===== src/rtl/resend_sched.sv =====
// rtl/resend_sched.sv - Order ID scheduler: fresh pass-through, queued resend replay with holdoff and fairness.
module resend_sched #(
    parameter int ID_W       = 4,
    parameter int FIFO_DEPTH = 4,
    parameter int HOLDOFF    = 8,
    parameter int MAX_BURST  = 2
) (
    input  logic                              clk,
    input  logic                              rst,
    input  logic                              new_vld,
    input  logic [ID_W-1:0]                   new_id,
    output logic                              new_rdy,
    input  logic                              resend_en,
    input  logic [ID_W-1:0]                   resend_id,
    output logic                              issue_vld,
    output logic [ID_W-1:0]                   issue_id,
    output logic                              issue_resend,
    input  logic                              issue_rdy,
    output logic [$clog2(FIFO_DEPTH+1)-1:0]   pend_cnt,
    output logic                              ovf
);

    localparam int PW = $clog2(FIFO_DEPTH);
    localparam int CW = $clog2(FIFO_DEPTH+1);
    localparam int HW = $clog2(HOLDOFF+1);
    localparam int BW = $clog2(MAX_BURST+1);

    typedef enum logic [1:0] {S_NORM, S_HOLD, S_REPLAY, S_FAIR} state_t;

    state_t                state_q, state_d;
    logic [HW-1:0]         hold_q, hold_d;
    logic [BW-1:0]         burst_q, burst_d, burst_inc;
    logic [PW-1:0]         rd_q, wr_q;
    logic [CW-1:0]         count_q, count_d;
    logic [FIFO_DEPTH-1:0] vld_q;
    logic [ID_W-1:0]       mem_q [FIFO_DEPTH];
    logic                  ovf_q;
    logic                  full, pop, push, dup, drop;

    // Queue control; the entry popped this cycle cannot block a re-push of the same ID.
    always_comb begin
        full = (count_q == CW'(FIFO_DEPTH));
        pop  = (state_q == S_REPLAY) && issue_rdy;
        dup  = 1'b0;
        for (int j = 0; j < FIFO_DEPTH; j++) begin
            if (vld_q[j] && (mem_q[j] == resend_id) && !(pop && (rd_q == PW'(j))))
                dup = 1'b1;
        end
        push    = resend_en && !dup && (!full || pop);
        drop    = resend_en && !dup && full && !pop;
        count_d = count_q;
        if (push && !pop)
            count_d = count_q + CW'(1);
        else if (pop && !push)
            count_d = count_q - CW'(1);
    end

    // A push into the slot being popped (full queue) must win, so it is written last.
    always_ff @(posedge clk or posedge rst) begin
        if (rst) begin
            rd_q    <= '0;
            wr_q    <= '0;
            count_q <= '0;
            vld_q   <= '0;
            ovf_q   <= 1'b0;
        end else begin
            if (pop) begin
                vld_q[rd_q] <= 1'b0;
                rd_q        <= rd_q + PW'(1);
            end
            if (push) begin
                vld_q[wr_q] <= 1'b1;
                wr_q        <= wr_q + PW'(1);
            end
            count_q <= count_d;
            if (drop)
                ovf_q <= 1'b1;
        end
    end

    always_ff @(posedge clk) begin
        if (push)
            mem_q[wr_q] <= resend_id;
    end

    always_ff @(posedge clk or posedge rst) begin
        if (rst) begin
            state_q <= S_NORM;
            hold_q  <= '0;
            burst_q <= '0;
        end else begin
            state_q <= state_d;
            hold_q  <= hold_d;
            burst_q <= burst_d;
        end
    end

    always_comb begin
        state_d   = state_q;
        hold_d    = hold_q;
        burst_d   = burst_q;
        burst_inc = (burst_q == BW'(MAX_BURST)) ? burst_q : burst_q + BW'(1);
        case (state_q)
            S_NORM: begin
                if ((count_q != '0) || push) begin
                    state_d = S_HOLD;
                    hold_d  = HW'(HOLDOFF - 1);
                end
            end
            S_HOLD: begin
                if (hold_q == '0)
                    state_d = S_REPLAY;
                else
                    hold_d = hold_q - HW'(1);
            end
            S_REPLAY: begin
                if (pop) begin
                    burst_d = burst_inc;
                    if (count_d == '0) begin
                        state_d = S_NORM;
                        burst_d = '0;
                    end else if ((burst_inc == BW'(MAX_BURST)) && new_vld) begin
                        state_d = S_FAIR;
                    end
                end
            end
            S_FAIR: begin
                if (!new_vld || issue_rdy) begin
                    burst_d = '0;
                    state_d = (count_d != '0) ? S_REPLAY : S_NORM;
                end
            end
            default: state_d = S_NORM;
        endcase
    end

    // Outputs are forced quiet while reset is held, independent of the clock.
    always_comb begin
        issue_vld    = 1'b0;
        issue_id     = '0;
        issue_resend = 1'b0;
        new_rdy      = 1'b0;
        if (!rst) begin
            case (state_q)
                S_NORM, S_FAIR: begin
                    issue_vld = new_vld;
                    issue_id  = new_id;
                    new_rdy   = issue_rdy;
                end
                S_REPLAY: begin
                    issue_vld    = 1'b1;
                    issue_id     = mem_q[rd_q];
                    issue_resend = 1'b1;
                end
                default: ;
            endcase
        end
    end

    assign pend_cnt = count_q;
    assign ovf      = ovf_q;

endmodule

===== config.mk =====
export PLATFORM = sky130hd
export DESIGN_NAME = resend_sched
export DESIGN_NICKNAME = d
export VERILOG_FILES = /design/src/rtl/resend_sched.sv
export SDC_FILE = /design/constraint.sdc
export NUM_CORES = 1
export LEC_CHECK = 0
export BUFFER_PORTS_ARGS = -buffer_cell sky130_fd_sc_hd__clkbuf_2
export CAP_MARGIN = 20
export CORE_MARGIN = 5
export CORE_UTILIZATION = 55
export DETAILED_ROUTE_END_ITERATION = 6
export GPL_TIMING_DRIVEN = 0
export HOLD_SLACK_MARGIN = 0.12
export PLACE_DENSITY = 0.78
export SETUP_SLACK_MARGIN = 0.05
export SLEW_MARGIN = 20
export SYNTH_ARGS = -nofsm -noshare
export SYNTH_HDL_FRONTEND = slang
export SYNTH_SLANG_ARGS = --single-unit

===== constraint.sdc =====
create_clock -name clk -period 3.35 [get_ports clk]
set_input_delay 0.1675 -clock clk [delete_from_list [all_inputs] [get_ports clk]]
set_output_delay 0.1675 -clock clk [all_outputs]
set_load 0.05 [all_outputs]

# == Word-level counts from Yosys, hierarchy flattened ==
# Memory sizes are Yosys's and may differ from the RTL's.
# Index checks and enable logic that the tools add are counted.
# totals
latch_bits,0
rom_bits,0
inputBits,13
wordCells,125
ram_bits,16
out_inout_bits,11
ff_bits,20
n_memories,1
# classes
n_eq_ne,19
shift,0
multipliers,0
reduce_logical,46
div,0
order_cmp,4
muxes,38
bitwise_logic,3
add_sub_neg,6
# memory_table
memory,words,word_bits,read_ports,rd_ports_with_merged_regs,write_ports,line_no,source
mem_q,4,4,5,0,1,36,logic [ID_W-1:0] mem_q [FIFO_DEPTH];
# ops
operator,n
1-bit logical AND,22
2-bit two-way mux,11
4-bit two-way mux,5
4-bit equality test,4
4-bit case mux with 2 select lines,2
1-bit two-way mux,13
2-bit equality test (second input constant),6
2-bit != test (second input constant),5
1-bit zero test,9
2-bit case mux with 4 select lines,1
2-bit by 1-bit adder with 2-bit output (second input constant),3
2-bit by 3-bit < comparator with 1-bit output (second input constant),2
3-bit two-way mux,2
3-bit AND reduction,2
3-bit nonzero test,2
5-bit AND reduction,1
4-bit bitwise AND,1
1-bit demux with 2-bit select,2
2-bit by 1-bit equality test with 1-bit output (second input constant),2
2-bit by 1-bit >= comparator with 1-bit output (second input constant),2
2-bit zero test,2
4-bit zero test,1
4-bit inverter,1
4-bit OR,1
11 further kinds,14

# == Logic depth before layout (Yosys ltp) ==
# depth
word_depth,20
depth_mapped,12
depth_no_buf,9

# == Least setup slack after synthesis ==
# OpenSTA, ideal clock, no wires.
# synth_timing
kind,register -> register
start,"register count_q[0], in the netlist pend_cnt[0]"
end,register state_q[1]
arrival_time_ps,2392
required_ps,3228
synth_period_minus_slack_ps,2513
setup_time_ps,122
slack_ps,837
path_buffers,0
path_stages_with_launch,9
path_cell_list,dfrtp_1 inv_1 ha_1 nand2_1 a2bb2oi_1 o22ai_1 o211a_2 or4_4 a32o_1
# synth_via
elab_chain_len,12
elab_cells_between_ends,23
classes_between,2 x add/sub; 3 x eq/ne; 7 x mux; 11 x reduce/logical
# synth_rtl
element,line_no,source
from (decl),34,"logic [CW-1:0] count_q, count_d;"
from (signal assigned),75,count_q <= count_d;
3-bit equality test,42,full = (count_q == CW'(FIFO_DEPTH));
1-bit zero test,49,push = resend_en && !dup && (!full || pop);
1-bit logical OR,49,
1-bit logical AND,49,
1-bit zero test,54,else if (pop && !push)
1-bit logical AND,54,
3-bit two-way mux,54,
3-bit two-way mux,52,if (push && !pop)
3-bit nonzero test or 3-bit zero test (tied branches),"130, 119",
2-bit two-way mux (on tied branches),"130, 119",
2-bit two-way mux (on tied branches),"128, 117",
2-bit case mux with 4 select lines,103,case (state_q)
to (signal assigned),92,state_q <= state_d;
to (decl),30,"state_t state_q, state_d;"
# Parallel ways exist; a longest one is shown, timed or not. The select of a mux whose other input is x is not followed.
# A chain may end at the register's enable or synchronous reset.

# == Worst setup path after layout ==
# layout_timing
start,register rd_q[0]
end,register state_q[1]
# layout_via
elab_chain_len,19
elab_cells_between_ends,39
classes_between,5 x eq/ne; 11 x mux; 23 x reduce/logical
# layout_rtl
element,line_no,source
from (decl),33,"logic [PW-1:0] rd_q, wr_q;"
from (signal assigned),69,rd_q <= rd_q + PW'(1);
2-bit zero test,46,if (vld_q[j] && (mem_q[j] == resend_id) && !(pop && (rd_q == PW'(j))))
1-bit logical AND,46,
1-bit zero test,46,
1-bit logical AND,46,
1-bit two-way mux (3 in a row),46,
1-bit two-way mux *,46,
1-bit zero test *,49,
1-bit logical AND * (2 in a row),49,
1-bit zero test,54,
1-bit logical AND,54,
3-bit two-way mux,54,
3-bit two-way mux,52,
3-bit nonzero test or 3-bit zero test (tied branches),"130, 119",
2-bit two-way mux (on tied branches),"130, 119",
2-bit two-way mux (on tied branches),"128, 117",
2-bit case mux with 4 select lines,103,
# Mark *: on every way between the ends. The rest lies on a longest branch, timed or not. The select of a mux whose other input is x is not followed.

==> flow_summary.json <==
{
  "run_status": "finished clean",
  "placed_cells": 290,
  "clock_skew_ns": 0.00274,
  "max_cap_viol_count": 0,
  "leakage_nw": 1.08,
  "io_buffers": 23,
  "pwr-share-clk_pct": 16.3,
  "cts_setup_buffers": 0,
  "cts_tree": "yes",
  "async_flop_share_pct": 55.6,
  "p_total_mw": 2.28,
  "synthCells": 217,
  "die_area_um2": 5420,
  "finalCritPeriodShare_pct": 79.6,
  "rr_worst_depth": 11,
  "sequentialPowerShare_pct": 30.9,
  "firstDrtPassIters": 4,
  "ir_drop_v": 0.000420,
  "synth_ff_type": "dfrtp_1",
  "avgSynthCellArea_um2": 10.3,
  "globalRouteMet2Util_pct": 28.7,
  "netlist_top_cells_count": "dfrtp_1 (20), inv_1 (19), nand2_1 (19), ha_1 (18), edfxtp_1 (16)",
  "post_drt_wl_per_cell_um": 15.3,
  "rows": 23,
  "clk-insertion-delay-late_ns": 0.28,
  "dp_hpwl_mm": 3.42,
  "synth_top_area_share_pct": 22.5,
  "setup_ws_ns": 0.682,
  "gp_congestion": 0.806,
  "vias_per_cell": 5.67,
  "power_frac_comb_pct": 52.8,
  "path_class": "reg2reg",
  "clock-root-buffer": "clkbuf_8",
  "holdWs_ns": 0.103,
  "slew_viol_final": 0,
  "fmax_mhz": 375,
  "cts-buffers-inserted": 5,
  "core_area_um2": 3970,
  "area_delta_synth_final_pct": 12.8,
  "final_core_utilization_pct": 63.2,
  "ios": 24,
  "cts_hold_buf": 0,
  "ant_nets": 0,
  "tightest_slew_ns": 0.826,
  "internal-power_mw": 1.27,
  "startpoint_type": "flop",
  "grt_max_degree": 22,
  "nNetsFinal": 278,
  "synth.distinct_cells": 44,
  "cp.arrival_ns": 2.84,
  "place_ws_ns": 0.689,
  "clk_path_buf_depth": 2,
  "clkSlewWorstSetupHoldPaths_ns": 0.07,
  "fillCellCount": 330,
  "period_minus_slack_ns": 2.67,
  "rsz0062_at_grt": "false",
  "fin_area_um2": 2510,
  "first_iter_violations": 95,
  "htreeDepth": 2,
  "p_switching_mw": 1.02,
  "track_usage_pct": 18.8,
  "synth_edf_count": 16,
  "syn-num-nets": 248,
  "vias": 1689,
  "stdcell_count": 298,
  "diodes": 0,
  "drc": 0,
  "yosysMostFrequentCell": "dfrtp_1",
  "synth_area_um2": 2230,
  "die_w_um": 73.6,
  "grt_pass1_vias": 1672,
  "end_kind": "flop",
  "grt_pass1_wl_mm": 7.78,
  "cp.required_ns": 3.52,
  "fp.dieH_um": 73.6,
  "synth_area_leader_cell": "dfrtp_1",
  "seq_area_frac_synth_pct": 44.1,
  "hp-class": "in2async",
  "tns_ns": 0,
  "drive_gt1_share_pct": 17.3,
  "yosysWarnings": 0,
  "start_util_pct": 56.0,
  "postCtsResizedCells": 0,
  "antenna_found_initial": 0,
  "cts.sinks": 36,
  "power_per_cell_area_nw_per_um2": 909,
  "placedInstanceArea_um2": 2400,
  "met1_usage_pct": 26.0,
  "slew_headroom_pct": 44.9,
  "synth_seq_cells": 36,
  "critPathMaxFanout": 8,
  "overflow": 0,
  "p_sw_share_pct": 44.5,
  "synth_area_leaders": "dfrtp_1 (22%), edfxtp_1 (22%), ha_1 (10%), xnor2_1 (4.3%), mux4_2 (4.0%)",
  "wirelength_mm": 4.55,
  "setup_viol": 0,
  "grt.busiest_layer": "met2",
  "hold_viol": 0,
  "grt_use_met3_pct": 3.97
}
==> worst max-delay path: stages (launching register included) <==
cell and delay, ns:
dfrtp_1 0.38, clkbuf_1 0.32, inv_1 0.16, ha_1 0.23, nand3_1 0.07, nand2_1 0.07
o21ai_1 0.14, nand4bb_1 0.16, buf_4 0.17, nor4b_2 0.07, or4_4 0.55, a32o_1 0.26
==> path summary, 6_finish.rpt <==
kind / start / endpoint / slack (ns)
max: rd_q[0] / state_q[1] / 0.68
min: rst / state_q[0] / 0.10
max reg2reg: rd_q[0] / state_q[1] / 0.68
min reg2reg: vld_q[0] / vld_q[0] / 0.47
max in group asynchronous: rst / hold_q[0] / 2.73
min in group clk: resend_id[1] / mem_q[1][1] / 0.24
==> layout by cell type (no fill, tap or decap), types with 3 or more instances in the layout <==
cell / count
clkbuf_2: 23
dfrtp_1: 20
inv_1: 19
nand2_1: 19
ha_1: 18
edfxtp_1: 16
nor2_1: 15
xnor2_1: 11
a21oi_1: 11
o21ai_0: 10
xor2_1: 8
nor3_1: 8
clkbuf_1: 5
nand3_1: 5
clkbuf_8: 5
o31ai_1: 4
mux4_2: 4
a22oi_1: 4
and2_1: 3
nor4_1: 3
a32o_1: 3
==> cell type report <==
cell class | count | area (um^2) | area share (%)
buffer | 7 | 32.5 | 1.30
clock buffer | 6 | 72.6 | 2.89
clock inverter | 2 | 35.0 | 1.40
inverter | 19 | 71.3 | 2.84
multi-input combinational | 155 | 1140 | 45.4
sequential | 36 | 981 | 39.1
tap | 50 | 62.6 | 2.49
timing repair buffer | 23 | 115 | 4.58
==> cell families after synthesis <==
logic type | count (synthesis) | share of synthesized area (%)
compound gates | 46 | 13.8
xor+xnor | 19 | 7.48
fa+ha+maj | 18 | 10.1
buf+inv | 26 | 4.67
flops | 36 | 44.1
mux | 6 | 4.95
simple gates | 66 | 14.9
==> power groups by stage <==
stage / combinational, mW / clock (mW) / sequential, mW
4_1_cts: 1.21 / 0.379 / 0.705
6_report: 1.21 / 0.371 / 0.706
2_1_floorplan: 0.889 / 0 / 0.756
3_3_place_gp: 1.17 / 0 / 0.709
5_1_grt: 1.34 / 0.398 / 0.722
3_5_place_dp: 1.20 / 0 / 0.714
==> routing by layer <==
layer	share of wire (%)	vias up	wire, um
li1	-	833	-
met1	46	808	2100
met2	47	39	2160
met3	4.2	9	192
met4	2.1	0	96
met5	0	-	0
==> registers in the layout, indices dropped and copies added (netlist names) <==
signal and flops:
burst_q 2, mem_q 16, wr_q 2, hold_q 4, ovf 1, state_q 2, pend_cnt 3, vld_q 4
rd_q 2
Power figures use the tool's default switching activity.
